`src/rtl/mnist_pkg.sv`:
```
// Purpose: shared constants and types for the MNIST front end and first conv layer.
// Latency: n/a (declarations only).
// Backpressure: n/a.
package mnist_pkg;

  localparam int IMG_W    = 28;
  localparam int IMG_H    = 28;
  localparam int IMG_NPIX = IMG_W * IMG_H;

  // Output channel count of conv_layer_1, kept here so both ends agree.
  localparam int CONV1_CH = 8;

  typedef enum logic [1:0] {
    LOAD   = 2'd0,
    READY  = 2'd1,
    STREAM = 2'd2
  } stream_state_t;

endpackage : mnist_pkg

```
`src/rtl/pixel_store.sv`:
```
// Purpose: DEPTH x W image word store, synchronous write, combinational read.
// Latency: write visible on read port the cycle after the write edge; read is 0-cycle.
// Backpressure: none; caller gates we_i.
//
// Ports:
//   clk_i   - core clock
//   we_i    - write enable, stores wdata_i at waddr_i on the rising edge
//   waddr_i - write word address
//   wdata_i - write word
//   raddr_i - read word address
//   rdata_o - word at raddr_i (combinational)
module pixel_store #(
  parameter int DEPTH = 98,
  parameter int W     = 8,
  parameter int AW    = 7
) (
  input  logic          clk_i,
  input  logic          we_i,
  input  logic [AW-1:0] waddr_i,
  input  logic [W-1:0]  wdata_i,
  input  logic [AW-1:0] raddr_i,
  output logic [W-1:0]  rdata_o
);

  // No reset: contents are don't-care until a full image has been loaded.
  logic [W-1:0] mem_q [DEPTH];

  always_ff @(posedge clk_i) begin
    if (we_i) begin
      mem_q[waddr_i] <= wdata_i;
    end
  end

  assign rdata_o = mem_q[raddr_i];

endmodule : pixel_store

```
`src/rtl/mnist_pixel_streamer.sv`:
```
// Purpose: load one binarised image from a byte-wide host port, replay it as a 1-bit raster stream.
// Latency: start -> pixel 0 in 1 cycle; frame is WIDTH*HEIGHT consecutive valid cycles.
// Backpressure: none; host uses wr_ready, consumer must sample every cycle; dropped requests pulse wr_err.
//
// Ports:
//   clk, rst_n              - clock, async active-low reset
//   wr_en/wr_data/wr_ready  - host write port, MSB of wr_data is the earliest pixel
//   img_full                - image stored, waiting for start
//   start                   - one-cycle request to stream the stored image
//   pixel_out/pixel_valid   - raster pixel and qualifier to conv_layer_1
//   frame_first/frame_last  - markers on pixel 0 and the final pixel
//   wr_err                  - one-cycle pulse for any dropped write or start
module mnist_pixel_streamer
  import mnist_pkg::*;
#(
  parameter int WIDTH  = IMG_W,
  parameter int HEIGHT = IMG_H,
  parameter int WR_W   = 8
) (
  input  logic            clk,
  input  logic            rst_n,
  input  logic            wr_en,
  input  logic [WR_W-1:0] wr_data,
  output logic            wr_ready,
  output logic            img_full,
  input  logic            start,
  output logic            pixel_out,
  output logic            pixel_valid,
  output logic            frame_first,
  output logic            frame_last,
  output logic            wr_err
);

  localparam int NPIX  = WIDTH * HEIGHT;
  localparam int NWORD = NPIX / WR_W;
  localparam int AW    = (NWORD > 1) ? $clog2(NWORD) : 1;
  localparam int PW    = (NPIX > 1) ? $clog2(NPIX) : 1;
  localparam int BW    = (WR_W > 1) ? $clog2(WR_W) : 1;

  stream_state_t   state_q;
  logic [AW-1:0]   wr_cnt_q;
  logic [PW-1:0]   pix_cnt_q;   // index of the pixel currently on pixel_out
  logic            wr_ready_q;
  logic            img_full_q;
  logic            pixel_out_q;
  logic            pixel_valid_q;
  logic            frame_first_q;
  logic            frame_last_q;
  logic            wr_err_q;

  logic [PW-1:0]   pix_idx_d;   // pixel to be presented after the next edge
  logic [AW-1:0]   rd_addr;
  logic [BW-1:0]   bit_idx;
  logic [WR_W-1:0] rd_word;
  logic            rd_bit;
  logic            store_we;

  assign store_we = (state_q == LOAD) && wr_en;

  pixel_store #(
    .DEPTH (NWORD),
    .W     (WR_W),
    .AW    (AW)
  ) u_store (
    .clk_i   (clk),
    .we_i    (store_we),
    .waddr_i (wr_cnt_q),
    .wdata_i (wr_data),
    .raddr_i (rd_addr),
    .rdata_o (rd_word)
  );

  // Look one pixel ahead so the registered output lands on the right cycle.
  // Index 0 is used both for the start edge and after the last pixel, which
  // keeps the read address inside the store.
  always_comb begin
    pix_idx_d = '0;
    if (state_q == STREAM && pix_cnt_q != PW'(NPIX - 1)) begin
      pix_idx_d = pix_cnt_q + PW'(1);
    end
  end

  assign rd_addr = AW'(pix_idx_d / PW'(WR_W));
  assign bit_idx = BW'(WR_W - 1) - BW'(pix_idx_d % PW'(WR_W));
  assign rd_bit  = rd_word[bit_idx];

  always_ff @(posedge clk or negedge rst_n) begin
    if (!rst_n) begin
      state_q       <= LOAD;
      wr_cnt_q      <= '0;
      pix_cnt_q     <= '0;
      wr_ready_q    <= 1'b1;
      img_full_q    <= 1'b0;
      pixel_out_q   <= 1'b0;
      pixel_valid_q <= 1'b0;
      frame_first_q <= 1'b0;
      frame_last_q  <= 1'b0;
      wr_err_q      <= 1'b0;
    end else begin
      // Stream outputs default to background zeros; STREAM overrides below.
      pixel_out_q   <= 1'b0;
      pixel_valid_q <= 1'b0;
      frame_first_q <= 1'b0;
      frame_last_q  <= 1'b0;
      wr_err_q      <= 1'b0;

      case (state_q)
        LOAD: begin
          wr_err_q <= start;
          if (wr_en) begin
            if (wr_cnt_q == AW'(NWORD - 1)) begin
              wr_cnt_q   <= '0;
              state_q    <= READY;
              wr_ready_q <= 1'b0;
              img_full_q <= 1'b1;
            end else begin
              wr_cnt_q <= wr_cnt_q + AW'(1);
            end
          end
        end

        READY: begin
          wr_err_q <= wr_en;
          if (start) begin
            state_q       <= STREAM;
            img_full_q    <= 1'b0;
            pix_cnt_q     <= '0;
            pixel_out_q   <= rd_bit;
            pixel_valid_q <= 1'b1;
            frame_first_q <= 1'b1;
            frame_last_q  <= (NPIX == 1);
          end
        end

        STREAM: begin
          // Simultaneous wr_en and start collapse into one pulse.
          wr_err_q <= wr_en | start;
          if (pix_cnt_q == PW'(NPIX - 1)) begin
            state_q    <= LOAD;
            pix_cnt_q  <= '0;
            wr_ready_q <= 1'b1;
          end else begin
            pix_cnt_q     <= pix_idx_d;
            pixel_out_q   <= rd_bit;
            pixel_valid_q <= 1'b1;
            frame_last_q  <= (pix_idx_d == PW'(NPIX - 1));
          end
        end

        default: begin
          state_q    <= LOAD;
          wr_cnt_q   <= '0;
          pix_cnt_q  <= '0;
          wr_ready_q <= 1'b1;
          img_full_q <= 1'b0;
        end
      endcase
    end
  end

  assign wr_ready    = wr_ready_q;
  assign img_full    = img_full_q;
  assign pixel_out   = pixel_out_q;
  assign pixel_valid = pixel_valid_q;
  assign frame_first = frame_first_q;
  assign frame_last  = frame_last_q;
  assign wr_err      = wr_err_q;

endmodule : mnist_pixel_streamer

```
`config.mk`:
```
export PLATFORM = sky130hd
export DESIGN_NAME = mnist_pixel_streamer
export DESIGN_NICKNAME = d
export VERILOG_FILES = /design/src/rtl/mnist_pkg.sv /design/src/rtl/pixel_store.sv /design/src/rtl/mnist_pixel_streamer.sv
export SDC_FILE = /design/constraint.sdc
export NUM_CORES = 1
export LEC_CHECK = 0
export ABC_AREA = 1
export CORE_UTILIZATION = 50
export CTS_CLUSTER_DIAMETER = 80
export CTS_CLUSTER_SIZE = 40
export DETAILED_ROUTE_END_ITERATION = 10
export MAX_ROUTING_LAYER = met4
export PLACE_DENSITY = 0.65
export SYNTH_ARGS = -nofsm -noshare
export SYNTH_HDL_FRONTEND = slang
export SYNTH_HIERARCHICAL = 1
export SYNTH_SLANG_ARGS = --single-unit
```
`constraint.sdc`:
```
create_clock -name clk -period 2.9 [get_ports clk]
set_input_delay 0.29 -clock clk [delete_from_list [all_inputs] [get_ports clk]]
set_output_delay 0.29 -clock clk [all_outputs]
set_load 0.01 [all_outputs]
```
==> results.md <==
- Status: finished with violations
- Failing checks: negative setup slack
- Final Hold Fails: 0
- RSZ-0062 raised after global routing: yes
- Remaining Overflow, GRT: 0
- Max cap viols: 0
- Max VDD drop: 0.515 mV
- CTS tree: built
- CTS Buf Count: 35
- Post-Synth Simple-Gate Area: 23.7%
- Post-synthesis sequential area ratio: 71.3%
- EDFF count, synth: 784
- Via/cell ratio: 5.90
- Crit path max fanout: 9
- Worst-skew pair later-pin latency: 0.62 ns
- Worst path arrival time: 3.54 ns
- Power per Cell Area: 550 nW/um2
- Final worst-path cycle share: 104%
- Final HPWL DP: 54.6 mm
- Xor-xnor portion of the synthesized cell area: 0%
- Leak: 0.0144 uW
- Worst-margin pin slew: 0.801 ns
- Area of the multi-input gates: 8950 um2
- Fin. max-slew vios: 0
- CTS root buffer: clkbuf_16
- Most common cell after layout, fill and taps aside: nand2_1
- Cell area after layout: 39500 um2
- Worst hold slack: 0.0573 ns
- WP data required: 3.41 ns
- Placed Area: 36300 um2
- Die ar.: 68900 um2
- Syn-to-layout area delta: 16.5%
- Min-delay worst type: in2async
- Die Y: 262 um
- RePlAce Congestion: 0.938
- Reg clk slew, reported paths: 0.12 ns
- # clock sinks: 810
- Global-route wire length before repair: 138 mm
- Count of cell types in the netlist: 37
- Setup violators final: 1
- Commonest cells after routing, fill and taps aside: nand2_1 (921), edfxtp_1 (784), nand3_1 (616)
- Fin cells: 3996
- Final nets: 3116
- Post-DRT Antenna Nets: 0
- Max clock buf depth: 3
- Worst rel slew slack: 46.4%
- Fin crit period: 3.02 ns
- Layout Skew: 0.0318 ns
- Antenna violations before repair: 0
- Vias in the first global route: 22685
- 1st-iter DRT viols: 2585
- Kind of critical path: reg2reg
- Mapped Cells: 2939
- CP endpoint kind: flop
- Initial Utilization: 50.5%
- Syn Nets: 2958
- Flip-flop and latch count after synthesis: 810
- Core Rows: 95
- Core Area: 67200 um2
- Total global routing track utilization: 27.4%
- Mux share of post-synthesis cell area: 0%
- Yosys Warn Count: 6
- Synthesized area: 33900 um2
- Placed cells: 3881
- Port bufs: 18
- DRT Pass-1 Iters: 7
- Fill cells: 5251
- DR WL/cell: 23.1 um
- # IOs: 19
- Die width: 262 um
- Syn avg cell area: 11.5 um2
- # DRC: 0
- Inserted Diodes: 0
- Max Fclk: 0.331 GHz
- Reg area: 24200 um2
- Setup ws final: -0.124 ns
- Compound-Gate Fraction of Synth Area: 0.594%
- Post-synthesis adder-cell area fraction: 0.258%
- Ys flop type: edfxtp_1
- FFs w/ async S/R, synth: 3.21%
- Share of layout cells above drive strength 1: 17.0%
- Max H-tree Level: 2
- Final Power: 21800 uW
- Vias: 23584
- DRT Wirelength: 92.5 mm
- Largest net degree at the start of global routing: 74
- Largest family of logic cells by synthesized area: simple AND/OR/NAND/NOR gates
- Hold-fix buffers, CTS: 0
- Element type at the critical path start: flop
## repair_timing
action / in CTS / in global routing
endpoints found under the setup margin: 1 / 9
setup buffers: 21 / 4
pin swaps: 42 / 22
cloned: 25 / 3
gates resized for setup: 163 / 47
## power by group
group	total (uW)	internal, uW	switching (uW)
registers	13200	13000	150
clock network	6800	2750	4050
logic	1810	538	1270
total	21800	16300	5470
## synth_stat cells, types with 2 or more instances
cell type,instances,share of area (%)
inv_6,2,0.052
nor2_2,5,0.092
nor2_4,4,0.13
nand2_1,962,11
nand3_2,4,0.12
clkbuf_1,23,0.25
buf_1,14,0.15
nor3_1,5,0.074
buf_6,45,1.5
nand2_4,2,0.066
nor3b_1,2,0.044
o21ai_1,7,0.10
inv_1,37,0.41
nand2_2,2,0.037
ha_1,7,0.26
edfxtp_1,784,69
nand4_1,13,0.24
nor4_1,9,0.17
buf_2,90,1.3
o21ai_0,19,0.28
nand3_1,710,10
a21boi_1,2,0.044
nor2_1,131,1.4
nor3_2,4,0.12
dfrtp_1,25,1.8
a21oi_1,4,0.059
buf_4,9,0.20
inv_2,9,0.10
## critical path: stages, from the launching register on
cell       delay, ns
dfrtp_1         0.44
buf_4           0.17
nand3_2         0.09
inv_2           0.05
nand2_2         0.07
nand2_2         0.07
nor2_4          0.14
buf_8           0.16
clkinv_16       0.11
buf_16          0.19
buf_16          0.16
nand2_1         0.10
nand3_1         0.09
nand3_1         0.14
nand3_2         0.11
nand2_1         0.07
nand2_1         0.06
nand3_2         0.10
nand2_1         0.07
nand2_1         0.06
nand2_1         0.06
nand4_1         0.08
nand2_1         0.06
nand2_1         0.05
nand2_1         0.05
nor2_1          0.10
nor2_1          0.05
## registers in the layout (all words and copies together) (netlist names)
signal,flops
u_store/mem_q,784
pix_cnt_q,10
wr_cnt_q,7
state_q,2
frame_first,1
frame_last,1
img_full,1
pixel_out,1
pixel_valid,1
wr_err,1
wr_ready,1
## metal layers
layer	part of all wire (%)	track usage, %	up-vias
li1	-	-	10624
met1	40	36.2	11604
met2	48	43.8	1158
met3	8.4	3.50	198
met4	3.6	10.0	0
met5	0	-	-
## logic make-up (layout without fill, tap and decap cells)
group / count (synthesis) / in the layout
adder cells (fa/ha/maj): 7 / 7
flip-flops: 810 / 810
buffers and inverters: 231 / 415
AO/OA/AOI/OAI: 37 / 37
AND/OR/NAND/NOR: 1854 / 1854
## cell type report
type | count | area share (%)
repair inverters | 1 | 0.0412
clock buffers | 37 | 2.34
flip-flops and latches | 810 | 61.2
repair buffers | 303 | 9.34
clock inverters | 26 | 1.05
multi-input cells | 1898 | 22.7
inverters | 48 | 0.598
well taps | 873 | 2.76
## metrics by stage
step | utilization, % | setup TNS [ns] | setup WS, ns
after detailed placement | 54.1 | -0.218 | -0.218
after global routing | 58.9 | -0.254 | -0.254
after floorplan | - | 0 | 0.292
after global placement | 54.1 | -0.242 | -0.242
after CTS | 58.4 | -0.0298 | -0.0298
final | 58.9 | -0.124 | -0.124
## worst paths after layout
path                            cells past startpoint                      from                        endpoint  slack, ns
worst max-delay path                               26  pix_cnt_q[0]$_DFFE_PN0P_             pixel_out$_DFF_PN0_      -0.12
worst min-delay path                                2                     rst_n         wr_cnt_q[2]$_DFFE_PN0P_       0.06
worst max register to register                     26  pix_cnt_q[0]$_DFFE_PN0P_             pixel_out$_DFF_PN0_      -0.12
worst min register to register                      2      wr_ready$_DFFE_PN1P_            wr_ready$_DFFE_PN1P_       0.48
max in group asynchronous                           2                     rst_n            wr_ready$_DFFE_PN1P_       2.53
min in group clk                                    1                wr_data[4]  u_store/mem_q[69][4]$_DFFE_PP_       0.07
No activity file was read; power rests on OpenSTA's default activity.
